## config.mk

```make
export PLATFORM = sky130hd
export DESIGN_NAME = seq_mul64_hs
export DESIGN_NICKNAME = d
export VERILOG_FILES = /design/src/rtl/seq_mul64_pkg.sv /design/src/rtl/seq_mul64_dp.sv /design/src/rtl/seq_mul64_hs.sv
export SDC_FILE = /design/constraint.sdc
export NUM_CORES = 1
export LEC_CHECK = 0
export BUFFER_PORTS_ARGS = -buffer_cell sky130_fd_sc_hd__buf_2
export CORE_ASPECT_RATIO = 0.6
export CORE_MARGIN = 4
export CORE_UTILIZATION = 30
export DETAILED_ROUTE_END_ITERATION = 12
export SLEW_MARGIN = 20
export SYNTH_ARGS = -nofsm -noshare
export SYNTH_HDL_FRONTEND = slang
export SYNTH_HIERARCHICAL = 1
export SYNTH_SLANG_ARGS = --single-unit
export TNS_END_PERCENT = 5
```

## constraint.sdc

```tcl
create_clock -name ap_clk -period 5.93 [get_ports ap_clk]
set_clock_uncertainty 0.05 [all_clocks]
set_input_delay 0.8895 -clock ap_clk [delete_from_list [all_inputs] [get_ports ap_clk]]
set_output_delay 0.8895 -clock ap_clk [all_outputs]
set_load 0.03 [all_outputs]
```

## src/rtl/seq_mul64_pkg.sv

```systemverilog
// Shared definitions for the 64-bit sequential shift-add multiplier.
// Optional feature macro: LOGIC_LOCK_EN (adds the working_key port and key logic).
package seq_mul64_pkg;

    // Operand and result width.
    localparam int WIDTH = 64;

    // Number of shift-add steps in a full multiplication.
    localparam int ITERATIONS = 64;

    // Iteration counter width; counts 0 .. ITERATIONS-1.
    localparam int CNT_W = $clog2(ITERATIONS);

    // Key width and the default correct unlock key.
    localparam int KEY_W = 8;
    localparam logic [KEY_W-1:0] KEY_VALUE_DEFAULT = 8'hA5;

    // Handshake controller states.
    typedef enum logic [1:0] {
        ST_IDLE = 2'd0,
        ST_CALC = 2'd1,
        ST_DONE = 2'd2
    } state_t;

    // Counter value at which the final step is taken. A short run stops
    // one step early.
    function automatic logic [CNT_W-1:0] last_count(input logic short_run);
        if (short_run) begin
            return CNT_W'(ITERATIONS - 2);
        end
        return CNT_W'(ITERATIONS - 1);
    endfunction

endpackage : seq_mul64_pkg

```

## src/rtl/seq_mul64_dp.sv

```systemverilog
// Shift-add datapath: operand registers, accumulator and iteration counter.
// The controller decides when to load and when to step; this block only
// reports when the step being taken is the last one.
// Optional feature macro: none here (key effects arrive as sub_mode/short_run).
module seq_mul64_dp
    import seq_mul64_pkg::*;
(
    input  logic             ap_clk,
    input  logic             ap_rst_n,
    input  logic             load,
    input  logic             step,
    input  logic             sub_mode,
    input  logic             short_run,
    input  logic [WIDTH-1:0] a,
    input  logic [WIDTH-1:0] b,
    output logic             last_step,
    output logic [WIDTH-1:0] acc_next
);

    logic [WIDTH-1:0] mcand_reg;
    logic [WIDTH-1:0] mplier_reg;
    logic [WIDTH-1:0] acc_reg;
    logic [CNT_W-1:0] cnt_reg;
    logic [WIDTH-1:0] addend;

    // Partial product for this step: the multiplicand gated by the
    // multiplier's current LSB.
    genvar gi;
    generate
        for (gi = 0; gi < WIDTH; gi++) begin : g_addend
            assign addend[gi] = mcand_reg[gi] & mplier_reg[0];
        end
    endgenerate

    // Accumulator value after the current step, modulo 2^WIDTH.
    always_comb begin
        acc_next = acc_reg + addend;
        if (sub_mode) begin
            acc_next = acc_reg - addend;
        end
    end

    // Final step is flagged combinationally so the controller can capture
    // acc_next on the same edge that the last step is taken.
    assign last_step = (cnt_reg == last_count(short_run));

    // Operand capture on load, otherwise one radix-2 step per enabled cycle.
    always_ff @(posedge ap_clk or negedge ap_rst_n) begin
        if (!ap_rst_n) begin
            mcand_reg  <= '0;
            mplier_reg <= '0;
            acc_reg    <= '0;
            cnt_reg    <= '0;
        end else if (load) begin
            mcand_reg  <= a;
            mplier_reg <= b;
            acc_reg    <= '0;
            cnt_reg    <= '0;
        end else if (step) begin
            mcand_reg  <= mcand_reg << 1;
            mplier_reg <= mplier_reg >> 1;
            acc_reg    <= acc_next;
            cnt_reg    <= last_step ? '0 : cnt_reg + 1'b1;
        end
    end

endmodule : seq_mul64_dp

```

## src/rtl/seq_mul64_hs.sv

```systemverilog
// 64x64 -> low 64-bit sequential multiplier with an ap_ctrl_hs style
// responder handshake. Controller FSM and result register live here; the
// shift-add datapath is seq_mul64_dp.
// Optional feature macro: LOGIC_LOCK_EN adds working_key; a key that differs
// from KEY_VALUE corrupts the run length, add/subtract, return path and the
// low result bits.
module seq_mul64_hs
    import seq_mul64_pkg::*;
#(
    parameter logic [KEY_W-1:0] KEY_VALUE = KEY_VALUE_DEFAULT
)
(
    input  logic             ap_clk,
    input  logic             ap_rst_n,
    input  logic             ap_start,
    output logic             ap_done,
    output logic             ap_idle,
    output logic             ap_ready,
    input  logic [WIDTH-1:0] a,
    input  logic [WIDTH-1:0] b,
    output logic [WIDTH-1:0] ap_return
`ifdef LOGIC_LOCK_EN
    ,
    input  logic [KEY_W-1:0] working_key
`endif
);

    state_t           state_reg;
    state_t           state_next;
    logic [WIDTH-1:0] ap_return_reg;
    logic [KEY_W-1:0] key_mismatch;
    logic [WIDTH-1:0] return_mask;
    logic             load;
    logic             step;
    logic             last_step;
    logic [WIDTH-1:0] acc_next;

    // Each set bit marks a key bit that disagrees with KEY_VALUE. Without
    // the lock the mismatch is constant zero and the key logic folds away.
`ifdef LOGIC_LOCK_EN
    assign key_mismatch = working_key ^ KEY_VALUE;
`else
    assign key_mismatch = KEY_VALUE ^ KEY_VALUE;
`endif

    // Upper mismatch bits perturb result bits 7:3.
    assign return_mask = {{(WIDTH-8){1'b0}}, key_mismatch[7:3], 3'b000};

    seq_mul64_dp u_dp (
        .ap_clk    (ap_clk),
        .ap_rst_n  (ap_rst_n),
        .load      (load),
        .step      (step),
        .sub_mode  (key_mismatch[1]),
        .short_run (key_mismatch[0]),
        .a         (a),
        .b         (b),
        .last_step (last_step),
        .acc_next  (acc_next)
    );

    // State register.
    always_ff @(posedge ap_clk or negedge ap_rst_n) begin
        if (!ap_rst_n) begin
            state_reg <= ST_IDLE;
        end else begin
            state_reg <= state_next;
        end
    end

    // Next-state and datapath control. ap_start is only looked at in IDLE,
    // so holding it through CALC and DONE has no effect.
    always_comb begin
        state_next = state_reg;
        load       = 1'b0;
        step       = 1'b0;
        case (state_reg)
            ST_IDLE: begin
                if (ap_start) begin
                    load       = 1'b1;
                    state_next = ST_CALC;
                end
            end
            ST_CALC: begin
                step = 1'b1;
                if (last_step) begin
                    state_next = ST_DONE;
                end
            end
            ST_DONE: begin
                state_next = key_mismatch[2] ? ST_CALC : ST_IDLE;
            end
            default: begin
                state_next = ST_IDLE;
            end
        endcase
    end

    // Result register: loaded with the post-final-step accumulator on the
    // CALC -> DONE edge and held until the next completion.
    always_ff @(posedge ap_clk or negedge ap_rst_n) begin
        if (!ap_rst_n) begin
            ap_return_reg <= '0;
        end else if (state_reg == ST_CALC && last_step) begin
            ap_return_reg <= acc_next ^ return_mask;
        end
    end

    // Handshake outputs decoded from state; done and ready are the same pulse.
    always_comb begin
        ap_done  = (state_reg == ST_DONE);
        ap_ready = (state_reg == ST_DONE);
        ap_idle  = (state_reg == ST_IDLE) && !ap_start;
    end

    assign ap_return = ap_return_reg;

endmodule : seq_mul64_hs

```

==> results_dict.tcl <==
set metrics [dict create \
    layout_setup_ws_ps 320.5 \
    routedWlPerCell_um 19.34 \
    whs_ps 243.2 \
    core_sq_um 56330 \
    fin_nets 2254 \
    die_w_um 317.7 \
    syn-cell-area_sq_um 17260 \
    hold_viol 0 \
    die-area_sq_um 61560 \
    finalWirelength_um 54880 \
    cts_max_level 1 \
    cp_num_buf_inv 0 \
    clk_path_buf_depth 3 \
    synthArstFlopShare 1.000 \
    tritoncts "yes" \
    setup_violations 0 \
    avgSynthCellArea_sq_um 9.065 \
    synth_cells 1904 \
    path_clk_slew_ps 60 \
    clock_latency_ps 600 \
    worstPathRequired_ps 6350 \
    cp_slowest_stage_delay_ps 670 \
    initial_utilization 0.3064 \
    grt_pass1_wl_um 85430 \
    antenna_found_initial 2 \
    crit_slowest_cell "or4b_2" \
    yosys_register_bits 264 \
    cp_top_family "compound AO/OA/AOI/OAI gates" \
    cap_violations 0 \
    drive_above_1_share 0.1878 \
    clockRootBuffer "clkbuf_16" \
    grt_max_degree 217 \
    synth_cell_types 77 \
    fmax_mhz 178.3 \
    grt_pass1_vias 14272 \
    outcome "finished, final reports clean" \
    crit_type "flop to flop" \
    worst_pin_slew_ps 1176 \
    final_cell_area_sq_um 20190 \
    min_path_type "input pin to asynchronous set/reset pin" \
    worstPathCellList "or4_1 > or4b_2 > a21oi_2 > and4bb_2 > o211a_1 > nor2_1 > a31oi_1 > ha_1 > a21oi_1 > nand2_1 > o21ai_0 > o21ai_0 > a41o_1 > a31oi_1 > o21bai_1 > a31oi_1 > xnor2_1 > mux2_4" \
    vias_per_cell 5.211 \
    dr_total_vias 14783 \
    area_growth_pct 16.96 \
    drv_slew 0 \
    cp_common_cell "a31oi_1" \
    arrival_ps 6030 \
    period_needed_ps 5609 \
    end_kind "flop" \
    utilization 0.3584 \
    grt_usage 0.1707 \
    ys_warn_count 6 \
    pin_count 198 \
    pre_cts_ws_ps 330.2 \
    detailedRoute.firstPassIterationCount 6 \
    worst-path-max-fanout 6 \
    path_depth 18 \
    timing.slew.headroom 0.2133 \
    rsz0062_at_grt "true" \
    drc_errors 0 \
    placed_cell_area_sq_um 19120 \
    port_buffers 197 \
    reg2reg_depth 18 \
    place.gp.congestion 0.9351 \
    cts_made_buffers 29 \
    synth_edf_count 0 \
    cts.sinks 264 \
    fin_crit_sh 0.9459 \
    ant_nets 0 \
    crit_path_start_kind "flop" \
    synth_ff_type "dfrtp_1" \
    die_h_um 193.8 \
    num_rows 67 \
    drtIter0Drc 1397 \
    yosysSeqAreaShare 0.3827 \
    grt-ovfl-total 0 \
    post-dp-hpwl_um 40600 \
]
layer usage:
| layer | share of wire | routed length (um) | global-route usage |
|---|---|---|---|
| met5 | 0.00013 | 7 | 0 |
| met1 | 0.52 | 28660 | 0.2759 |
| met4 | 0.011 | 612 | 0.02015 |
| met3 | 0.076 | 4146 | 0.03829 |
| met2 | 0.39 | 21450 | 0.2330 |
final cells by class:
type | instances | area (sq um)
tap | 759 | 949.7
sequential | 264 | 6608
clock inverter | 17 | 241.5
fill | 5808 | 36150
timing repair buffer | 245 | 1406
inverter | 30 | 112.6
multi-input combinational | 1487 | 10080
antenna | 1 | 2.502
clock buffer | 34 | 784.5
worst register-to-register path, cell delays in order (launching register included):
cell,delay [ps]
dfrtp_1,440
or4_1,610
or4b_2,670
a21oi_2,240
and4bb_2,300
o211a_1,170
nor2_1,80
a31oi_1,170
ha_1,310
a21oi_1,200
nand2_1,70
o21ai_0,300
o21ai_0,210
a41o_1,360
a31oi_1,320
o21bai_1,210
a31oi_1,260
xnor2_1,200
mux2_4,310
cell usage after synthesis (25+ instances only):
library cell / n / share of area
clkbuf_1: 104 / 0.023
dfrtp_1: 264 / 0.38
nand3_1: 40 / 0.012
ha_1: 65 / 0.047
inv_1: 30 / 0.0065
nor2_1: 155 / 0.034
mux2_4: 49 / 0.043
nor3_1: 30 / 0.0087
nand2_1: 254 / 0.055
xor2_1: 64 / 0.032
a21o_1: 37 / 0.016
a21oi_1: 108 / 0.031
mux2i_1: 167 / 0.097
o21ai_0: 182 / 0.053
xnor2_1: 43 / 0.022
a31oi_1: 25 / 0.0091
path summary, 6_finish.rpt:
path	from	to	slack (ps)
max	u_dp/mcand_reg[23]$_DFFE_PN0P_	ap_return[43]$_DFFE_PN0P_	320
min	ap_rst_n	ap_return[53]$_DFFE_PN0P_	240
max reg2reg	u_dp/mcand_reg[23]$_DFFE_PN0P_	ap_return[43]$_DFFE_PN0P_	320
min reg2reg	ap_return[61]$_DFFE_PN0P_	ap_return[61]$_DFFE_PN0P_	450
max in group asynchronous	ap_rst_n	u_dp/acc_reg[13]$_DFFE_PN0P_	4160
min in group ap_clk	ap_return[61]$_DFFE_PN0P_	ap_return[61]$_DFFE_PN0P_	450
timing repair:
| action | CTS | global route |
|---|---|---|
| hold buffers | 0 | 0 |
| resized for setup | 0 | 11 |
| setup buffers | 0 | 0 |
| endpoints found under the setup margin | 0 | 10 |
cells in the final DEF (no fill, tap or decap), types with 44 or more instances in the layout:
| cell | Yosys | routed |
|---|---|---|
| mux2_4 | 49 | 49 |
| buf_4 | 1 | 44 |
| ha_1 | 65 | 65 |
| o21ai_0 | 182 | 179 |
| buf_2 | 3 | 196 |
| nor2_1 | 155 | 155 |
| nand2_1 | 254 | 253 |
| a21oi_1 | 108 | 107 |
| dfrtp_1 | 264 | 263 |
| mux2i_1 | 167 | 167 |
| xor2_1 | 64 | 63 |
through the flow:
step,std cells,setup TNS [ps]
2_1_floorplan,1905,0
3_3_place_gp,2785,0
3_5_place_dp,2785,0
4_1_cts,2836,0
5_1_grt,2836,-3.638
6_report,2837,0
kinds of logic after synthesis:
group                    Yosys count  synth area share
AO/OA/AOI/OAI                    474            0.1676
XOR/XNOR                         107           0.05430
adder cells (fa/ha/maj)           66           0.04828
buffers and inverters            154           0.03653
flip-flops                       264            0.3827
multiplexers                     233            0.1506
other                              1         0.0002173
AND/OR/NAND/NOR                  605            0.1598
Power is not shown: default switching activity piles up to over one toggle a cycle in this logic, so the estimate is an artifact.
